<file path="config.mk">
export PLATFORM = sky130hd
export DESIGN_NAME = seq_mul_ctrl_flat
export DESIGN_NICKNAME = d
export VERILOG_FILES = /design/src/rtl/mul_pkg.sv /design/src/rtl/seq_mul_ctrl_if.sv /design/src/rtl/seq_mul_ctrl_rca.sv /design/src/rtl/seq_mul_ctrl.sv /design/src/flat_wrapper.sv
export SDC_FILE = /design/constraint.sdc
export NUM_CORES = 1
export LEC_CHECK = 0
export CAP_MARGIN = 30
export CORE_ASPECT_RATIO = 2
export CORE_MARGIN = 2
export CORE_UTILIZATION = 44
export DETAILED_ROUTE_END_ITERATION = 8
export PLACE_DENSITY_LB_ADDON = 0.05
export SLEW_MARGIN = 20
export SYNTH_ARGS = -nofsm -noshare
export SYNTH_HDL_FRONTEND = slang
export SYNTH_HIERARCHICAL = 1
export SYNTH_SLANG_ARGS = --single-unit
</file>
<file path="constraint.sdc">
create_clock -name clk -period 13.54 [get_ports clk]
set_clock_uncertainty 0.05 [all_clocks]
set_input_delay 2.031 -clock clk [delete_from_list [all_inputs] [get_ports clk]]
set_output_delay 2.031 -clock clk [all_outputs]
set_load 0.005 [all_outputs]
</file>
<file path="src/rtl/mul_pkg.sv">
// Shared definitions for the sequential multiplier: default operand width and
// controller state encoding.
package mul_pkg;

  localparam int XLEN = 32;

  typedef enum logic [1:0] {
    IDLE = 2'd0,
    CALC = 2'd1,
    DONE = 2'd2
  } state_t;

endpackage

</file>
<file path="src/rtl/seq_mul_ctrl_if.sv">
// Request/response handshake between the decode/stall logic (master) and the
// sequential multiplier controller (slave).
interface seq_mul_ctrl_if #(
  parameter int N = mul_pkg::XLEN
);

  logic           in_valid;
  logic           in_ready;
  logic [N-1:0]   op_a;
  logic [N-1:0]   op_b;
  logic           out_valid;
  logic           out_ready;
  logic [2*N-1:0] product;
  logic           busy;

  modport master (
    output in_valid,
    output op_a,
    output op_b,
    output out_ready,
    input  in_ready,
    input  out_valid,
    input  product,
    input  busy
  );

  modport slave (
    input  in_valid,
    input  op_a,
    input  op_b,
    input  out_ready,
    output in_ready,
    output out_valid,
    output product,
    output busy
  );

endinterface

</file>
<file path="src/rtl/seq_mul_ctrl_rca.sv">
// Parameterized N-bit ripple-carry adder with carry in and carry out.
module RCA #(
  parameter int N = mul_pkg::XLEN
) (
  input  logic [N-1:0] a,
  input  logic [N-1:0] b,
  input  logic         cin,
  output logic [N-1:0] sum,
  output logic         cout
);

  logic c;

  // The carry is threaded bit by bit so the chain stays a true ripple structure.
  always_comb begin
    sum = '0;
    c   = cin;
    for (int i = 0; i < N; i++) begin
      sum[i] = a[i] ^ b[i] ^ c;
      c      = (a[i] & b[i]) | (c & (a[i] ^ b[i]));
    end
    cout = c;
  end

endmodule

</file>
<file path="src/rtl/seq_mul_ctrl.sv">
// Shift-add sequential multiplier controller: one RCA reused over N iterations.
// Optional completed-product counter enabled by defining SEQ_MUL_PERF_CNT_EN.
module seq_mul_ctrl
  import mul_pkg::*;
#(
  parameter int N = XLEN
) (
  input  logic          clk,
  input  logic          rst,
  seq_mul_ctrl_if.slave bus
`ifdef SEQ_MUL_PERF_CNT_EN
  ,
  output logic [31:0]   perf_ops
`endif
);

  localparam int CW = $clog2(N + 1);

  state_t        state;
  state_t        state_nxt;
  logic [N-1:0]  acc_hi;
  logic [N-1:0]  mplr;
  logic [N-1:0]  mcand;
  logic [N-1:0]  addend;
  logic [N-1:0]  sum;
  logic          cout;
  logic [CW-1:0] count;
  logic          accept;
  logic          last_iter;
  logic          release_done;

  assign addend = mplr[0] ? mcand : '0;

  RCA #(.N(N)) u_rca (
    .a    (acc_hi),
    .b    (addend),
    .cin  (1'b0),
    .sum  (sum),
    .cout (cout)
  );

  always_ff @(posedge clk) begin
    if (rst) state <= IDLE;
    else     state <= state_nxt;
  end

  // IDLE never accepts in the same edge DONE releases, so back-to-back ops
  // always pass through one IDLE cycle.
  always_comb begin
    state_nxt     = state;
    accept        = 1'b0;
    last_iter     = 1'b0;
    release_done  = 1'b0;
    bus.in_ready  = 1'b0;
    bus.out_valid = 1'b0;
    bus.busy      = 1'b0;
    case (state)
      IDLE: begin
        bus.in_ready = 1'b1;
        if (bus.in_valid) begin
          accept    = 1'b1;
          state_nxt = CALC;
        end
      end
      CALC: begin
        bus.busy = 1'b1;
        if (count == CW'(N - 1)) begin
          last_iter = 1'b1;
          state_nxt = DONE;
        end
      end
      DONE: begin
        bus.busy      = 1'b1;
        bus.out_valid = 1'b1;
        if (bus.out_ready) begin
          release_done = 1'b1;
          state_nxt    = IDLE;
        end
      end
      default: state_nxt = IDLE;
    endcase
  end

  // The adder carry lands in the accumulator MSB as the pair shifts right.
  always_ff @(posedge clk) begin
    if (rst) begin
      acc_hi <= '0;
      mplr   <= '0;
      mcand  <= '0;
      count  <= '0;
    end else if (accept) begin
      mcand  <= bus.op_a;
      mplr   <= bus.op_b;
      acc_hi <= '0;
      count  <= '0;
    end else if (state == CALC) begin
      {acc_hi, mplr} <= {cout, sum, mplr[N-1:1]};
      count          <= count + CW'(1);
    end
  end

  assign bus.product = {acc_hi, mplr};

`ifdef SEQ_MUL_PERF_CNT_EN
  always_ff @(posedge clk) begin
    if (rst)               perf_ops <= '0;
    else if (release_done) perf_ops <= perf_ops + 32'd1;
  end
`endif

endmodule

</file>
<file path="src/flat_wrapper.sv">
// flat-port wrapper written by rule: the top's interface ports become plain ports
module seq_mul_ctrl_flat import mul_pkg::*;
#(
  parameter int N = XLEN
)
  (clk, rst, bus_in_valid, bus_op_a, bus_op_b, bus_out_ready, bus_in_ready, bus_out_valid, bus_product, bus_busy);
  seq_mul_ctrl_if #(.N(N)) bus_i ();
  input  logic clk;
  input  logic rst;
  input wire logic [$bits(bus_i.in_valid)-1:0] bus_in_valid;
  input wire logic [$bits(bus_i.op_a)-1:0] bus_op_a;
  input wire logic [$bits(bus_i.op_b)-1:0] bus_op_b;
  input wire logic [$bits(bus_i.out_ready)-1:0] bus_out_ready;
  output wire logic [$bits(bus_i.in_ready)-1:0] bus_in_ready;
  output wire logic [$bits(bus_i.out_valid)-1:0] bus_out_valid;
  output wire logic [$bits(bus_i.product)-1:0] bus_product;
  output wire logic [$bits(bus_i.busy)-1:0] bus_busy;
  assign bus_i.in_valid = bus_in_valid;
  assign bus_i.op_a = bus_op_a;
  assign bus_i.op_b = bus_op_b;
  assign bus_i.out_ready = bus_out_ready;
  assign bus_in_ready = bus_i.in_ready;
  assign bus_out_valid = bus_i.out_valid;
  assign bus_product = bus_i.product;
  assign bus_busy = bus_i.busy;
  seq_mul_ctrl #(.N(N)) u_core (.clk(clk), .rst(rst), .bus(bus_i));
endmodule
</file>
# Word-level counts from Yosys, hierarchy flattened
# Index checks and enable logic that the tools add are counted.
# totals
ff_bits	104
in_bits	68
out_inout_bits	67
elab_cells	186
# op_classes
add_sub_neg	1
eq_ne	6
n_mux	12
bitwise	157
n_reduce_logical	5
# ops
op	n
2-to-1 mux 32 bit	3
AND 1 bit	63
bitwise XOR 1 bit	63
OR 1 bit	31
adder 6 x 1 -> 6 bit, second input constant	1
equality test 6 x 5 -> 1 bit, second input constant	1
2-to-1 mux 2 bit	3
case mux 2 bit (3 select lines)	1
2-to-1 mux 1 bit	5
inequality test 2 bit, second input constant	2
OR reduction 2 bit	2
AND reduction 3 bit	1
equality test 2 x 1 -> 1 bit, second input constant	1
equality test 2 bit, second input constant	1
zero test 2 bit	1
inequality test 2 x 1 -> 1 bit, second input constant	1
nonzero test 2 bit	1

# Longest topological paths before layout
# logic_depth
ltp_word	64
ltp_mapped	39

# By module
# The synthesis kept the hierarchy.
# modules_own_cells
module	instances	cells_each	area_per_inst_um2	seq_area_each_um2
seq_mul_ctrl	1	468	4287.9	2082.0
RCA	1	42	678.2	0.0

# Worst setup path after synthesis
# OpenSTA, ideal clock, no wires.
# synth_timing
path_type	register -> register
start	register u_core.mplr[0]
end	register u_core.acc_hi[30]
setup_ps	64
arrival_time_ps	12753
slack_ps	673
path_stages_with_launch	40
n_path_buf	0
cell_sequence	dfxtp_1 and2_1 fa_1 fa_1 fa_1 fa_1 fa_1 fa_1 fa_1 fa_1 fa_1 fa_1 fa_1 fa_1 fa_1 fa_1 fa_1 fa_1 [... 4 more ...] fa_1 fa_1 fa_1 fa_1 fa_1 fa_1 fa_1 fa_1 fa_1 fa_1 fa_1 fa_1 fa_1 inv_1 fa_1 inv_1 mux2i_1 nor2_1
# synth_via
elab_chain_len	63
# synth_lines
element	line	text
from (decl)	seq_mul_ctrl.sv:22	logic [N-1:0] mplr;
from (signal assigned)	seq_mul_ctrl.sv:93	mplr <= bus.op_b;
from (signal assigned)	seq_mul_ctrl.sv:97	{acc_hi, mplr} <= {cout, sum, mplr[N-1:1]};
2-to-1 mux 32 bit	seq_mul_ctrl.sv:32	assign addend = mplr[0] ? mcand : '0;
named net u_core.addend[0]	seq_mul_ctrl.sv:24	logic [N-1:0] addend;
AND 1 bit (2 in a row)	seq_mul_ctrl_rca.sv:20	c = (a[i] & b[i]) | (c & (a[i] ^ b[i]));
OR 1 bit	seq_mul_ctrl_rca.sv:20	
AND 1 bit	seq_mul_ctrl_rca.sv:20	
OR 1 bit	seq_mul_ctrl_rca.sv:20	
AND 1 bit	seq_mul_ctrl_rca.sv:20	
OR 1 bit	seq_mul_ctrl_rca.sv:20	
[... 48 more ...]	-	
AND 1 bit	seq_mul_ctrl_rca.sv:20	
OR 1 bit	seq_mul_ctrl_rca.sv:20	
AND 1 bit	seq_mul_ctrl_rca.sv:20	
OR 1 bit	seq_mul_ctrl_rca.sv:20	
AND 1 bit	seq_mul_ctrl_rca.sv:20	
OR 1 bit	seq_mul_ctrl_rca.sv:20	
bitwise XOR 1 bit	seq_mul_ctrl_rca.sv:19	sum[i] = a[i] ^ b[i] ^ c;
named net u_core.sum[31]	seq_mul_ctrl.sv:25	logic [N-1:0] sum;
to (signal assigned)	seq_mul_ctrl.sv:97	
to (decl)	seq_mul_ctrl.sv:21	logic [N-1:0] acc_hi;
# The timed path passes the listed nets, and every way through them passes these cells.
# A chain may end at the register's enable or synchronous reset.

# Worst setup path in the final report
# Same ends and word-level chain as after synthesis.

==> flow_metrics.py <==
metrics = {
    "outcome": {
        "status": "complete, no violations",
    },
    "worst_setup_path": {
        "r2r_cells": 39,
        "critPathMaxFanout": 2,
        "reg2reg_from": "u_core/mplr[0]",
        "reg2reg_to": "u_core/acc_hi[30]",
        "slowest_stage": "fa_1",
        "r2r_slack_ns": 0.49,
        "worstSetupPathType": "flop to flop",
        "critPathCaptureType": "flop",
        "critPathLaunchType": "flop",
        "critPathRequiredTime_ns": 13.76,
        "endpoint": "u_core/acc_hi[30]",
        "cp_common_cell": "fa_1",
        "crit_start": "u_core/mplr[0]",
        "cp_slowest_stage_delay_ns": 0.41,
        "worstPathArrival_ns": 13.28,
    },
    "floorplanning": {
        "initial_core_util": 0.454,
        "die_w_um": 79.1,
        "ios": 135,
        "rows": 54,
        "dieArea_mm2": 0.0122,
        "die_y_um": 154,
        "core_mm2": 0.0109,
    },
    "pwr": {
        "peakVddDrop_v": 0.0000835,
        "pwr_density_cell_mw_per_mm2": 147,
        "leakage_uw": 0.00257,
    },
    "clocking": {
        "clk_pin_slew_ns": 0.07,
        "post_cts_resized": 0,
        "cts-root-buf": "clkbuf_16",
        "tritoncts": "done",
        "cts.path.max_buffers": 2,
        "postCtsSetupBuffers": 0,
        "cts.sinks": 104,
        "ctsHoldBuffers": 0,
        "htree_levels": 3,
        "insertion_delay_ns": 0.34,
        "cts_buffers": 9,
    },
    "place": {
        "io_buffers": 134,
        "gp_congestion": 0.745,
        "place_hpwl_mm": 7.72,
        "post-place-ws_ns": 0.168,
    },
    "synthesis": {
        "syn_avg_cell_area_um2": 9.74,
        "synth_seq_area_share": 0.419,
        "synthesis.instances": 510,
        "synth_seq_cells": 104,
        "ys_types": 26,
        "yosys_warnings": 6,
        "synth_nets": 616,
        "syn_area_mm2": 0.00497,
    },
    "grt": {
        "grt_pass1_vias": 4010,
        "grt_max_degree": 76,
        "track_usage": 0.188,
        "grt_pass1_wl_mm": 18.4,
        "grt_antenna_before_repair": 0,
        "grt_overflow_total": 0,
    },
    "sta": {
        "timing.final.hold_violations": 0,
        "slew_headroom": 0.504,
        "finalSetupTns_ns": 0,
        "finalCriticalPeriod_ns": 13.05,
        "layout_setup_ws_ns": 0.487,
        "rsz0062_at_grt": "false",
        "fmax_ghz": 0.0766,
        "final-setup-viol-count": 0,
        "period_share": 0.964,
        "tightestPinTransition_ns": 0.743,
        "maxSlewViolCount": 0,
    },
    "cells_and_area": {
        "area_growth_pct": 34.5,
        "final_net_count": 731,
        "layout_commonest_cell": "clkdlybuf4s50_1",
        "layout_common_cells": "clkdlybuf4s50_1 (133), dfxtp_1 (104), nor2_1 (69)",
        "diodes": 0,
        "drive_above_1_share": 0.0524,
    },
    "drt": {
        "first_pass_iters": 4,
        "drc_errors": 0,
        "drt_wl_total_mm": 11.0,
        "ant_nets": 0,
        "detail_route.iter0.violations": 121,
        "routedWlPerCell_um": 14.3,
        "viasPerCell": 4.88,
        "num_vias": 3754,
    },
    "hold_path": {
        "holdCritPathClass": "flop to flop",
    },
    "job": {
        "maxCapViolations": 0,
    },
}
-- state kept, by name, summed over array words and instances (netlist names) --
register       count
u_core/state       2
u_core/count       6
u_core/acc_hi     32
u_core/mcand      32
u_core/mplr       32
-- final cells by class --
class	instances	area, µm²
multi-input combinational	358	2700
timing repair buffer	140	1380
tap	140	175
sequential	104	2080
fill	983	4270
clock buffer	11	243
clock inverter	5	56.3
inverter	12	45.0
-- per-layer routing --
metal,routed length [µm],track usage
met1,4270,0.205
met2,5970,0.347
met3,582,0.0478
met4,151,0.0608
met5,0,0
-- metrics by stage --
stage | utilization | cell area [µm²] | hold WS [ns] | std cells | total power (µW)
2_1_floorplan | - | 4970 | 0.382 | 510 | 601
3_3_place_gp | 0.581 | 6360 | 0.387 | 754 | 724
3_5_place_dp | 0.581 | 6360 | 0.392 | 754 | 731
6_report | 0.610 | 6680 | 0.398 | 770 | 981
5_1_grt | 0.610 | 6680 | 0.419 | 770 | 1040
4_1_cts | 0.608 | 6660 | 0.401 | 770 | 995
-- cell families after synthesis --
group | synth area share
multiplexers | 0.135
adder cells (fa/ha/maj) | 0.144
buffers and inverters | 0.0456
other | 0.000755
AO/OA/AOI/OAI | 0.0897
flip-flops | 0.419
AND/OR/NAND/NOR | 0.158
XOR/XNOR | 0.00706
-- Yosys cell counts (all sizes together) --
cell / n / share of area
buf: 23 / 0.027
fa: 32 / 0.13
nor2: 69 / 0.052
nand2b: 5 / 0.0063
nand3b: 1 / 0.0015
a21oi: 33 / 0.033
a21boi: 1 / 0.0015
conb: 1 / 0.00076
and2: 33 / 0.042
xor2: 3 / 0.0053
inv: 12 / 0.0091
or3: 1 / 0.0013
o21ai: 1 / 0.0010
clkbuf: 13 / 0.0098
mux2i: 67 / 0.14
nand4: 2 / 0.0025
nand2: 67 / 0.051
dfxtp: 104 / 0.42
ha: 6 / 0.015
a2111oi: 1 / 0.0055
xnor2: 1 / 0.0018
nor2b: 2 / 0.0025
a211oi: 32 / 0.048
-- worst min path at each step --
| stage | from | to | slack, ns | cells after the start |
|---|---|---|---|---|
| after detailed placement | u_core/mcand[31] | u_core/mcand[31] | 0.39 | 2 |
| after CTS | u_core/mcand[28] | u_core/mcand[28] | 0.40 | 2 |
| after floorplan | u_core/mcand[0] | u_core/mcand[0] | 0.38 | 2 |
| after global routing | u_core/mcand[28] | u_core/mcand[28] | 0.42 | 2 |
| after global placement | u_core/mcand[12] | u_core/mcand[12] | 0.39 | 2 |
| final | u_core/mcand[31] | u_core/mcand[31] | 0.40 | 2 |
-- power breakdown --
part           internal [µW]  leakage (µW)  switching, µW
Combinational            169       0.00157            161
Clock                    148      0.000145            113
Sequential               356      0.000851           35.0
-- critical path: cells and delay by family, from the launching register on --
| family | cells | cell delay (ns) |
|---|---|---|
| fa+ha+maj | 32 | 12.01 |
| buf+inv | 4 | 0.27 |
| flops | 1 | 0.31 |
| mux | 1 | 0.06 |
| simple gates | 2 | 0.27 |
No activity file was read; power rests on OpenSTA's default activity.
